$ cat src/rtl/uart_cfg_m.sv
// Full-duplex UART with compile-time width, parity and stop bits.
// The receiver runs from the same 8x oversampling tick that paces the transmitter.
module uart_cfg_m #(
   parameter int unsigned SYSCLKFRQ                = 12000000,
   parameter int unsigned BITCLKFRQ                = 115200,
   parameter int unsigned ACCEPTEDERROR_IN_PERCENT = 2,
   parameter int unsigned DATABITS                 = 8,
   parameter int unsigned PARITY                   = 0,
   parameter int unsigned STOPBITS                 = 1,
   parameter int unsigned HASRXBYTEREGISTER        = 1
) (
   input  logic                clk,
   input  logic                rst,
   input  logic                load,
   input  logic [DATABITS-1:0] d,
   output logic                txpin,
   output logic                txbusy,
   input  logic                rxpin,
   input  logic                loopback,
   output logic                bitx8ce,
   output logic                bytercvd,
   output logic [DATABITS-1:0] q,
   output logic                parerr,
   output logic                frmerr
);

   localparam int unsigned Div      = (SYSCLKFRQ + 4 * BITCLKFRQ) / (8 * BITCLKFRQ);
   localparam int unsigned PrescW   = (Div > 1) ? $clog2(Div) : 1;
   localparam int unsigned ActBaud  = SYSCLKFRQ / (8 * Div);
   localparam int unsigned BaudDiff = (ActBaud > BITCLKFRQ) ? ActBaud - BITCLKFRQ
                                                            : BITCLKFRQ - ActBaud;
   localparam logic        HasPar   = (PARITY != 0);
   localparam logic        OddPar   = (PARITY == 2);
   localparam logic [3:0]  LastData = 4'(DATABITS - 1);
   localparam logic [3:0]  LastStop = 4'(STOPBITS - 1);

   if (BaudDiff * 100 > ACCEPTEDERROR_IN_PERCENT * BITCLKFRQ) begin : g_baud_err
      $error("uart_cfg_m: bit-rate error exceeds ACCEPTEDERROR_IN_PERCENT");
   end
   if (DATABITS < 5 || DATABITS > 9) begin : g_width_err
      $error("uart_cfg_m: DATABITS must be 5..9");
   end

   typedef enum logic [2:0] {TxIdle, TxWait, TxStart, TxData, TxParity, TxStop} tx_state_e;
   typedef enum logic [2:0] {RxIdle, RxStartChk, RxData, RxParity, RxStop, RxWaitIdle} rx_state_e;

   // Free-running prescaler, never resynchronised to frames
   logic [PrescW-1:0] presc_q;

   always_ff @(posedge clk) begin
      if (rst || bitx8ce) presc_q <= '0;
      else                presc_q <= presc_q + PrescW'(1);
   end

   assign bitx8ce = (presc_q == PrescW'(Div - 1));

   // ---------------- transmitter ----------------
   tx_state_e           tx_state_q, tx_state_d;
   logic [2:0]          tx_tick_q;
   logic [3:0]          tx_cnt_q;
   logic [DATABITS-1:0] tx_shift_q;
   logic                tx_par_q;
   logic                tx_bit_end;

   assign tx_bit_end = bitx8ce && (tx_tick_q == 3'd7);

   always_ff @(posedge clk) begin
      if (rst) tx_state_q <= TxIdle;
      else     tx_state_q <= tx_state_d;
   end

   always_comb begin
      tx_state_d = tx_state_q;
      unique case (tx_state_q)
         TxIdle:   if (load) tx_state_d = TxWait;
         TxWait:   if (bitx8ce) tx_state_d = TxStart;
         TxStart:  if (tx_bit_end) tx_state_d = TxData;
         TxData:   if (tx_bit_end && tx_cnt_q == LastData) tx_state_d = HasPar ? TxParity : TxStop;
         TxParity: if (tx_bit_end) tx_state_d = TxStop;
         TxStop:   if (tx_bit_end && tx_cnt_q == LastStop) tx_state_d = TxIdle;
         default:  tx_state_d = TxIdle;
      endcase
   end

   // Tick/bit counters restart on every state change; cnt counts data bits or stop bits
   always_ff @(posedge clk) begin
      if (rst) begin
         tx_tick_q  <= '0;
         tx_cnt_q   <= '0;
         tx_shift_q <= '0;
         tx_par_q   <= 1'b0;
      end else begin
         if (tx_state_q == TxIdle && load) begin
            tx_shift_q <= d;
            tx_par_q   <= ^d ^ OddPar;
         end else if (tx_state_q == TxData && tx_bit_end) begin
            tx_shift_q <= tx_shift_q >> 1;
         end
         if (tx_state_d != tx_state_q) begin
            tx_tick_q <= '0;
            tx_cnt_q  <= '0;
         end else if (bitx8ce) begin
            tx_tick_q <= tx_tick_q + 3'd1;
            if (tx_tick_q == 3'd7) tx_cnt_q <= tx_cnt_q + 4'd1;
         end
      end
   end

   always_comb begin
      txpin  = 1'b1;
      txbusy = (tx_state_q != TxIdle);
      case (tx_state_q)
         TxStart:  txpin = 1'b0;
         TxData:   txpin = tx_shift_q[0];
         TxParity: txpin = tx_par_q;
         default:  txpin = 1'b1;
      endcase
   end

   // ---------------- receiver ----------------
   rx_state_e           rx_state_q, rx_state_d;
   logic [2:0]          rx_tick_q;
   logic [3:0]          rx_cnt_q;
   logic [DATABITS-1:0] rx_shift_q;
   logic                rx_par_q;
   logic                rx_line;
   logic                rx_bit_end;
   logic                rx_done;
   logic                bytercvd_q, parerr_q, frmerr_q;

   always_ff @(posedge clk) begin
      if (rst) rx_state_q <= RxIdle;
      else     rx_state_q <= rx_state_d;
   end

   // Start is confirmed on the third tick after detection, i.e. mid start bit
   always_comb begin
      rx_state_d = rx_state_q;
      unique case (rx_state_q)
         RxIdle:     if (bitx8ce && !rx_line) rx_state_d = RxStartChk;
         RxStartChk: if (bitx8ce && rx_tick_q == 3'd2) rx_state_d = rx_line ? RxIdle : RxData;
         RxData:     if (rx_bit_end && rx_cnt_q == LastData) rx_state_d = HasPar ? RxParity : RxStop;
         RxParity:   if (rx_bit_end) rx_state_d = RxStop;
         RxStop:     if (rx_bit_end) rx_state_d = rx_line ? RxIdle : RxWaitIdle;
         RxWaitIdle: if (bitx8ce && rx_line) rx_state_d = RxIdle;
         default:    rx_state_d = RxIdle;
      endcase
   end

   always_comb begin
      rx_line    = loopback ? txpin : rxpin;
      rx_bit_end = bitx8ce && (rx_tick_q == 3'd7);
      rx_done    = (rx_state_q == RxStop) && rx_bit_end;
   end

   always_ff @(posedge clk) begin
      if (rst) begin
         rx_tick_q  <= '0;
         rx_cnt_q   <= '0;
         rx_shift_q <= '0;
         rx_par_q   <= 1'b0;
      end else begin
         if (rx_state_q == RxData && rx_bit_end) rx_shift_q <= {rx_line, rx_shift_q[DATABITS-1:1]};
         if (rx_state_q == RxParity && rx_bit_end) rx_par_q <= rx_line;
         if (rx_state_d != rx_state_q) begin
            rx_tick_q <= '0;
            rx_cnt_q  <= '0;
         end else if (bitx8ce) begin
            rx_tick_q <= rx_tick_q + 3'd1;
            if (rx_tick_q == 3'd7) rx_cnt_q <= rx_cnt_q + 4'd1;
         end
      end
   end

   always_ff @(posedge clk) begin
      if (rst) begin
         bytercvd_q <= 1'b0;
         parerr_q   <= 1'b0;
         frmerr_q   <= 1'b0;
      end else begin
         bytercvd_q <= rx_done;
         if (rx_done) begin
            parerr_q <= HasPar & (^rx_shift_q ^ rx_par_q ^ OddPar);
            frmerr_q <= ~rx_line;
         end
      end
   end

   assign bytercvd = bytercvd_q;
   assign parerr   = parerr_q;
   assign frmerr   = frmerr_q;

   if (HASRXBYTEREGISTER != 0) begin : g_qreg
      logic [DATABITS-1:0] q_q;
      always_ff @(posedge clk) begin
         if (rst)          q_q <= '0;
         else if (rx_done) q_q <= rx_shift_q;
      end
      assign q = q_q;
   end else begin : g_qshift
      assign q = rx_shift_q;
   end

endmodule

$ cat config.mk
export PLATFORM = sky130hd
export DESIGN_NAME = uart_cfg_m
export DESIGN_NICKNAME = d
export VERILOG_FILES = /design/src/rtl/uart_cfg_m.sv
export SDC_FILE = /design/constraint.sdc
export NUM_CORES = 1
export LEC_CHECK = 0
export BUFFER_PORTS_ARGS = -buffer_cell sky130_fd_sc_hd__buf_2
export CELL_PAD_IN_SITES_DETAIL_PLACEMENT = 0
export CELL_PAD_IN_SITES_GLOBAL_PLACEMENT = 1
export CORE_ASPECT_RATIO = 1.2
export CORE_UTILIZATION = 44
export DETAILED_ROUTE_END_ITERATION = 10
export PLACE_DENSITY_LB_ADDON = 0.08
export REMOVE_ABC_BUFFERS = 1
export SLEW_MARGIN = 25
export SYNTH_ARGS = -nofsm -noshare
export SYNTH_HDL_FRONTEND = slang
export SYNTH_SLANG_ARGS = --single-unit
$ cat constraint.sdc
create_clock -name clk -period 2.2 [get_ports clk]
set_clock_uncertainty 0.1 [all_clocks]
set_input_delay 0.11 -clock clk [delete_from_list [all_inputs] [get_ports clk]]
set_output_delay 0.11 -clock clk [all_outputs]
set_load 0.1 [all_outputs]
== Yosys cells after proc, flatten, opt, wreduce, memory -nomap -nowiden ==
Index checks and enable logic that the tools add are counted.

* Word-level logic and storage cells: 81
* Bits of input ports: 13
* Bits in registers: 51

* Bitwise logic cells: 1
* Add/sub/neg operators: 5
* Eq/ne operators: 18
* Mux-type cells: 20
* Reductions and logical operators: 24

{| class="wikitable"
|+ Operators by type and width
! kind !! number
|-
| 3-bit 2-to-1 mux || 13
|-
| 3-bit case mux with 6 select lines || 2
|-
| 3-bit == test, second input constant || 6
|-
| 8-bit 2-to-1 mux || 2
|-
| 3-bit by 2-bit == test with 1-bit output, second input constant || 5
|-
| 4-bit by 1-bit adder with 4-bit output, second input constant || 3
|-
| 1-bit logical AND || 12
|-
| 4-bit by 3-bit == test with 1-bit output, second input constant || 2
|-
| 8-bit parity || 1
|-
| 3-bit by 1-bit adder with 3-bit output, second input constant || 2
|-
| 3-bit by 1-bit == test with 1-bit output, second input constant || 2
|-
| 3-bit logical NOT || 2
|-
| 3-bit inequality test || 2
|-
| 4-bit == test, second input constant || 1
|-
| 4-bit logical NOT || 1
|-
| 2-bit AND reduction || 2
|-
| 2-bit OR reduction || 2
|-
| 1-bit case mux with 3 select lines || 1
|-
| 3-bit nonzero test || 1
|-
| 2-bit 2-to-1 mux || 1
|-
| 2-bit nonzero test || 1
|-
| 1-bit logical NOT || 1
|-
| 1-bit logical OR || 1
|-
| 1-bit 2-to-1 mux || 1
|-
| 1-bit inverter || 1
|}

== Longest topological paths before layout ==
* Depth after elaboration: 9
* Depth in mapped cells: 9
* Gate-level depth less buffers: 8

== Worst setup path before layout ==
OpenSTA, ideal clock, no wires.

* Path kind: register -> register
* From: register rx_tick_q[0]
* To: register rx_shift_q[0]
* Arrival: 1693 ps
* Clock period less this slack: 1920 ps
* Required time: 1972 ps
* Cell stages (with the launch flop): 8
* Path buffers: 1
* Slack: 280 ps
* Cells stage by stage: dfxtp_1 > ha_1 > ha_1 > nand4_1 > nor4b_1 > buf_2 > mux2i_1 > nor2_1

* Longest elaborated chain between the ends: 3

{| class="wikitable"
|+ RTL lines
! item !! RTL line !! text
|-
| start: declaration || 122 || <nowiki>logic [2:0] rx_tick_q;</nowiki>
|-
| start signal: assignment || 169 || <nowiki>rx_tick_q <= rx_tick_q + 3'd1;</nowiki>
|-
| 3-bit == test || 152 || <nowiki>rx_bit_end = bitx8ce && (rx_tick_q == 3'd7);</nowiki>
|-
| 1-bit logical AND || 152 ||
|-
| 1-bit logical AND || 163 || <nowiki>if (rx_state_q == RxData && rx_bit_end) rx_shift_q <= {rx_line, rx_shift_q[DATABITS-1:1]};</nowiki>
|-
| end signal: assignment || 163 ||
|-
| end: declaration || 124 || <nowiki>logic [DATABITS-1:0] rx_shift_q;</nowiki>
|}

Every way passes these cells.
A chain may end at the register's enable or synchronous reset.

== Final worst setup path ==
* From: register rx_tick_q[0]
* To: register rx_cnt_q[2]

* Longest elaborated chain between the ends: 7

{| class="wikitable"
|+ RTL lines
! item !! RTL line !! text
|-
| 3-bit == test || 152, 170 ||
|-
| 1-bit logical AND || 152 ||
|-
| 1-bit logical AND || 142 || <nowiki>RxData: if (rx_bit_end && rx_cnt_q == LastData) rx_state_d = HasPar ? RxParity : RxStop;</nowiki>
|-
| 3-bit 2-to-1 mux || 142 ||
|-
| 3-bit case mux with 6 select lines || 139 || <nowiki>unique case (rx_state_q)</nowiki>
|-
| 3-bit inequality test || 165 || <nowiki>if (rx_state_d != rx_state_q) begin</nowiki>
|-
| 2-bit OR reduction (no line) || n/a ||
|-
| end signal: assignment || 170 || <nowiki>if (rx_tick_q == 3'd7) rx_cnt_q <= rx_cnt_q + 4'd1;</nowiki>
|-
| end: declaration || 123 || <nowiki>logic [3:0] rx_cnt_q;</nowiki>
|}

Several ways; a longest one is shown, not always the timed one.

==> flow_metrics.env <==
export IMPL_multiInputGateArea_um2=1370
export IMPL_muxShareOfSynthArea=0.104
export IMPL_critical_path_slowest_cell="dfxtp_1"
export IMPL_path_clk_slew_ns=0.11
export IMPL_vdd_ir_drop_max_mv=0.329
export IMPL_critPathTopFamily="simple AND/OR/NAND/NOR gates"
export IMPL_cp_end_kind="register"
export IMPL_cts_root_buf="clkbuf_8"
export IMPL_cts_sinks=51
export IMPL_drive_above_1_share=0.191
export IMPL_initial_core_util=0.467
export IMPL_synthAdderAreaFrac=0.0496
export IMPL_final_cells=376
export IMPL_finalSetupViolations=0
export IMPL_synth_cell_types=54
export IMPL_synth_avg_cell_area_um2=9.18
export IMPL_worstSkewPairLatency_ns=0.32
export IMPL_hp_start="rst"
export IMPL_fillers=540
export IMPL_syn_inst=275
export IMPL_synth_xor_area_frac=0.0555
export IMPL_arrival_ns=2.13
export IMPL_clk_path_buf_depth=2
export IMPL_crit_cells=8
export IMPL_fmax_mhz=499
export IMPL_drt_iter0_drc=49
export IMPL_min_period_ns=2.01
export IMPL_status="complete, no violations"
export IMPL_pwr_share_comb=0.103
export IMPL_critPathMostFrequentCell="ha_1"
export IMPL_placement_io_buffers=25
export IMPL_regArea_um2=1020
export IMPL_dp_hpwl_um=3400
export IMPL_cp_cell_sequence="ha_1 > ha_1 > nand4_1 > buf_4 > a21oi_2 > o21ai_0 > nand3b_1 > nor3_1"
export IMPL_ys_seq_area_frac=0.405
export IMPL_dieArea_um2=6040
export IMPL_hold_class="in -> reg"
export IMPL_top_usage_layer="met2"
export IMPL_synth_top_family_by_area="simple AND/OR/NAND/NOR gates"
export IMPL_hold_violations=0
export IMPL_p_clk_frac=0.336
export IMPL_final_common_cell="dfxtp_1"
export IMPL_drc=0
export IMPL_synthSimpleGateAreaFrac=0.199
export IMPL_cts_tree="done"
export IMPL_yosysWarnings=0
export IMPL_cts_made_buffers=5
export IMPL_grt_total_usage=0.173
export IMPL_diodes=0
export IMPL_crit_required_ns=2.33
export IMPL_criticalPathCategory="reg -> reg"
export IMPL_placed_cells=358
export IMPL_htreeDepth=2
export IMPL_syn2layout_area_growth_pct=16.2
export IMPL_p_leak_nw=1.11
export IMPL_synth_area_um2=2520
export IMPL_p_int_mw=1.26
export IMPL_wire_per_inst_um=13.0
export IMPL_grt_pass1_wl_um=8220
export IMPL_path_max_fanout=7
export IMPL_coreArea_um2=5410
export IMPL_die_h_um=85.0
export IMPL_synth_edf_count=0
export IMPL_vias=1953
export IMPL_r2r_start="rx_tick_q[0]"
export IMPL_drv_cap=0
export IMPL_global_route_usage_met1=0.222
export IMPL_power_switching_mw=0.466
export IMPL_fin_area_um2=2930
export IMPL_setup_tns_ns=0
export IMPL_final_cell_mix="51 x dfxtp_1, 43 x nor2_1, 25 x mux2i_1"
export IMPL_antenna_found_initial=0
export IMPL_finalWirelength_um=4900
export IMPL_overflow=0
export IMPL_die_w_um=71.1
export IMPL_period_share=0.912
export IMPL_synth_compound_area_frac=0.127
export IMPL_synth_ff_type="dfxtp_1"
export IMPL_dr_pass1_iters=4
export IMPL_hold_path_depth=2
export IMPL_fin_hold_ws_ns=0.0446
export IMPL_grt_pass1_vias=1851
export IMPL_power_mw=1.72
export IMPL_power_share_switching=0.271
export IMPL_postRouteAntennaNets=0
export IMPL_io_pins=27
export IMPL_grt_max_degree=24
export IMPL_viasPerCell=5.19
export IMPL_synth_seq_cells=51
export IMPL_worst_path_buf_inv=1
export IMPL_critPathMaxStageDelay_ns=0.34
export IMPL_start_kind="register"
export IMPL_final_nets=336
export IMPL_grt_util_met2=0.283
export IMPL_power_density_nw_per_um2=587
export IMPL_share_seq_of_total_power=0.561
export IMPL_routabilityCongestion=0.813
export IMPL_placed_cell_area_um2=2740
export IMPL_fp_row_count=29
export IMPL_slew_viol_final=0
export IMPL_met3_usage=0.0404
export IMPL_cp_startpoint="rx_tick_q[0]"
export IMPL_ys_async_sr_fraction=0
export IMPL_reg2reg_depth=8
power by group through the flow:
stage	logic, mW	registers [mW]	clock network, mW
global placement	0.165	0.987	0
floorplan	0.117	0.982	0
finish	0.177	0.966	0.578
detailed placement	0.167	0.987	0
global route	0.196	0.969	0.623
CTS	0.178	0.966	0.592
path summary, 6_finish.rpt:
path	slack, ns	endpoint
max	0.19	rx_cnt_q[2]
min	0.04	rx_shift_q[4]
max reg2reg	0.19	rx_cnt_q[2]
min reg2reg	0.36	tx_tick_q[1]
cells in the mapped netlist (all sizes together), types with 9 or more instances:
library cell / instances / area share
dfxtp: 51 / 0.40
xnor2: 12 / 0.042
mux2i: 25 / 0.099
a211oi: 11 / 0.033
buf: 9 / 0.023
nand2: 11 / 0.016
inv: 12 / 0.018
a21oi: 9 / 0.018
ha: 10 / 0.050
nor3: 11 / 0.022
nor2: 43 / 0.064
kinds of logic after synthesis:
family / after synthesis
adders and majority gates: 10
muxes: 26
xor gates and xnor gates: 16
DFF: 51
buffers and inverters: 28
other: 1
and+or+nand+nor: 100
AOI/OAI and AO/OA: 43
worst reg2reg max path, cell delays in order, from the launching register on:
cell and delay [ns]:
dfxtp_1 0.34, ha_1 0.21, ha_1 0.27, nand4_1 0.13
buf_4 0.15, a21oi_2 0.05, o21ai_0 0.16, nand3b_1 0.26
nor3_1 0.26
metal layers:
layer	wire length (µm)	up-vias
li1	-	1033
met1	2490	888
met4	74	0
met3	163	6
met2	2170	26
met5	0	-
flip-flops by register name, indices dropped and copies added (netlist names):
register    count
bytercvd        1
frmerr          1
presc_q         4
q               8
rx_cnt_q        4
rx_shift_q      8
rx_state_q      3
rx_tick_q       3
tx_cnt_q        4
tx_par_q        1
tx_shift_q      8
tx_state_q      3
tx_tick_q       3
layout make-up:
class,count,share of cell area
well taps,62,0.0265
clock inverters,3,0.00896
repair buffers,47,0.111
multi-input cells,196,0.467
flip-flops and latches,51,0.348
clock buffers,5,0.0235
inverters,12,0.0154
timing repair:
| action | in CTS | in global routing |
|---|---|---|
| endpoints found under the hold margin | 8 | 0 |
| setup endpoints to repair | 0 | 17 |
| setup buffers | 0 | 2 |
| hold buffers | 8 | 0 |
| gates resized for setup | 0 | 1 |
metrics by stage:
step	util	setup slack, ns
global route	0.542	-0.00173
CTS	0.539	0.103
finish	0.542	0.194
global placement	0.507	0.119
detailed placement	0.507	0.138
floorplan	-	-0.625
Note: power is estimated with default switching activity, not from simulation.
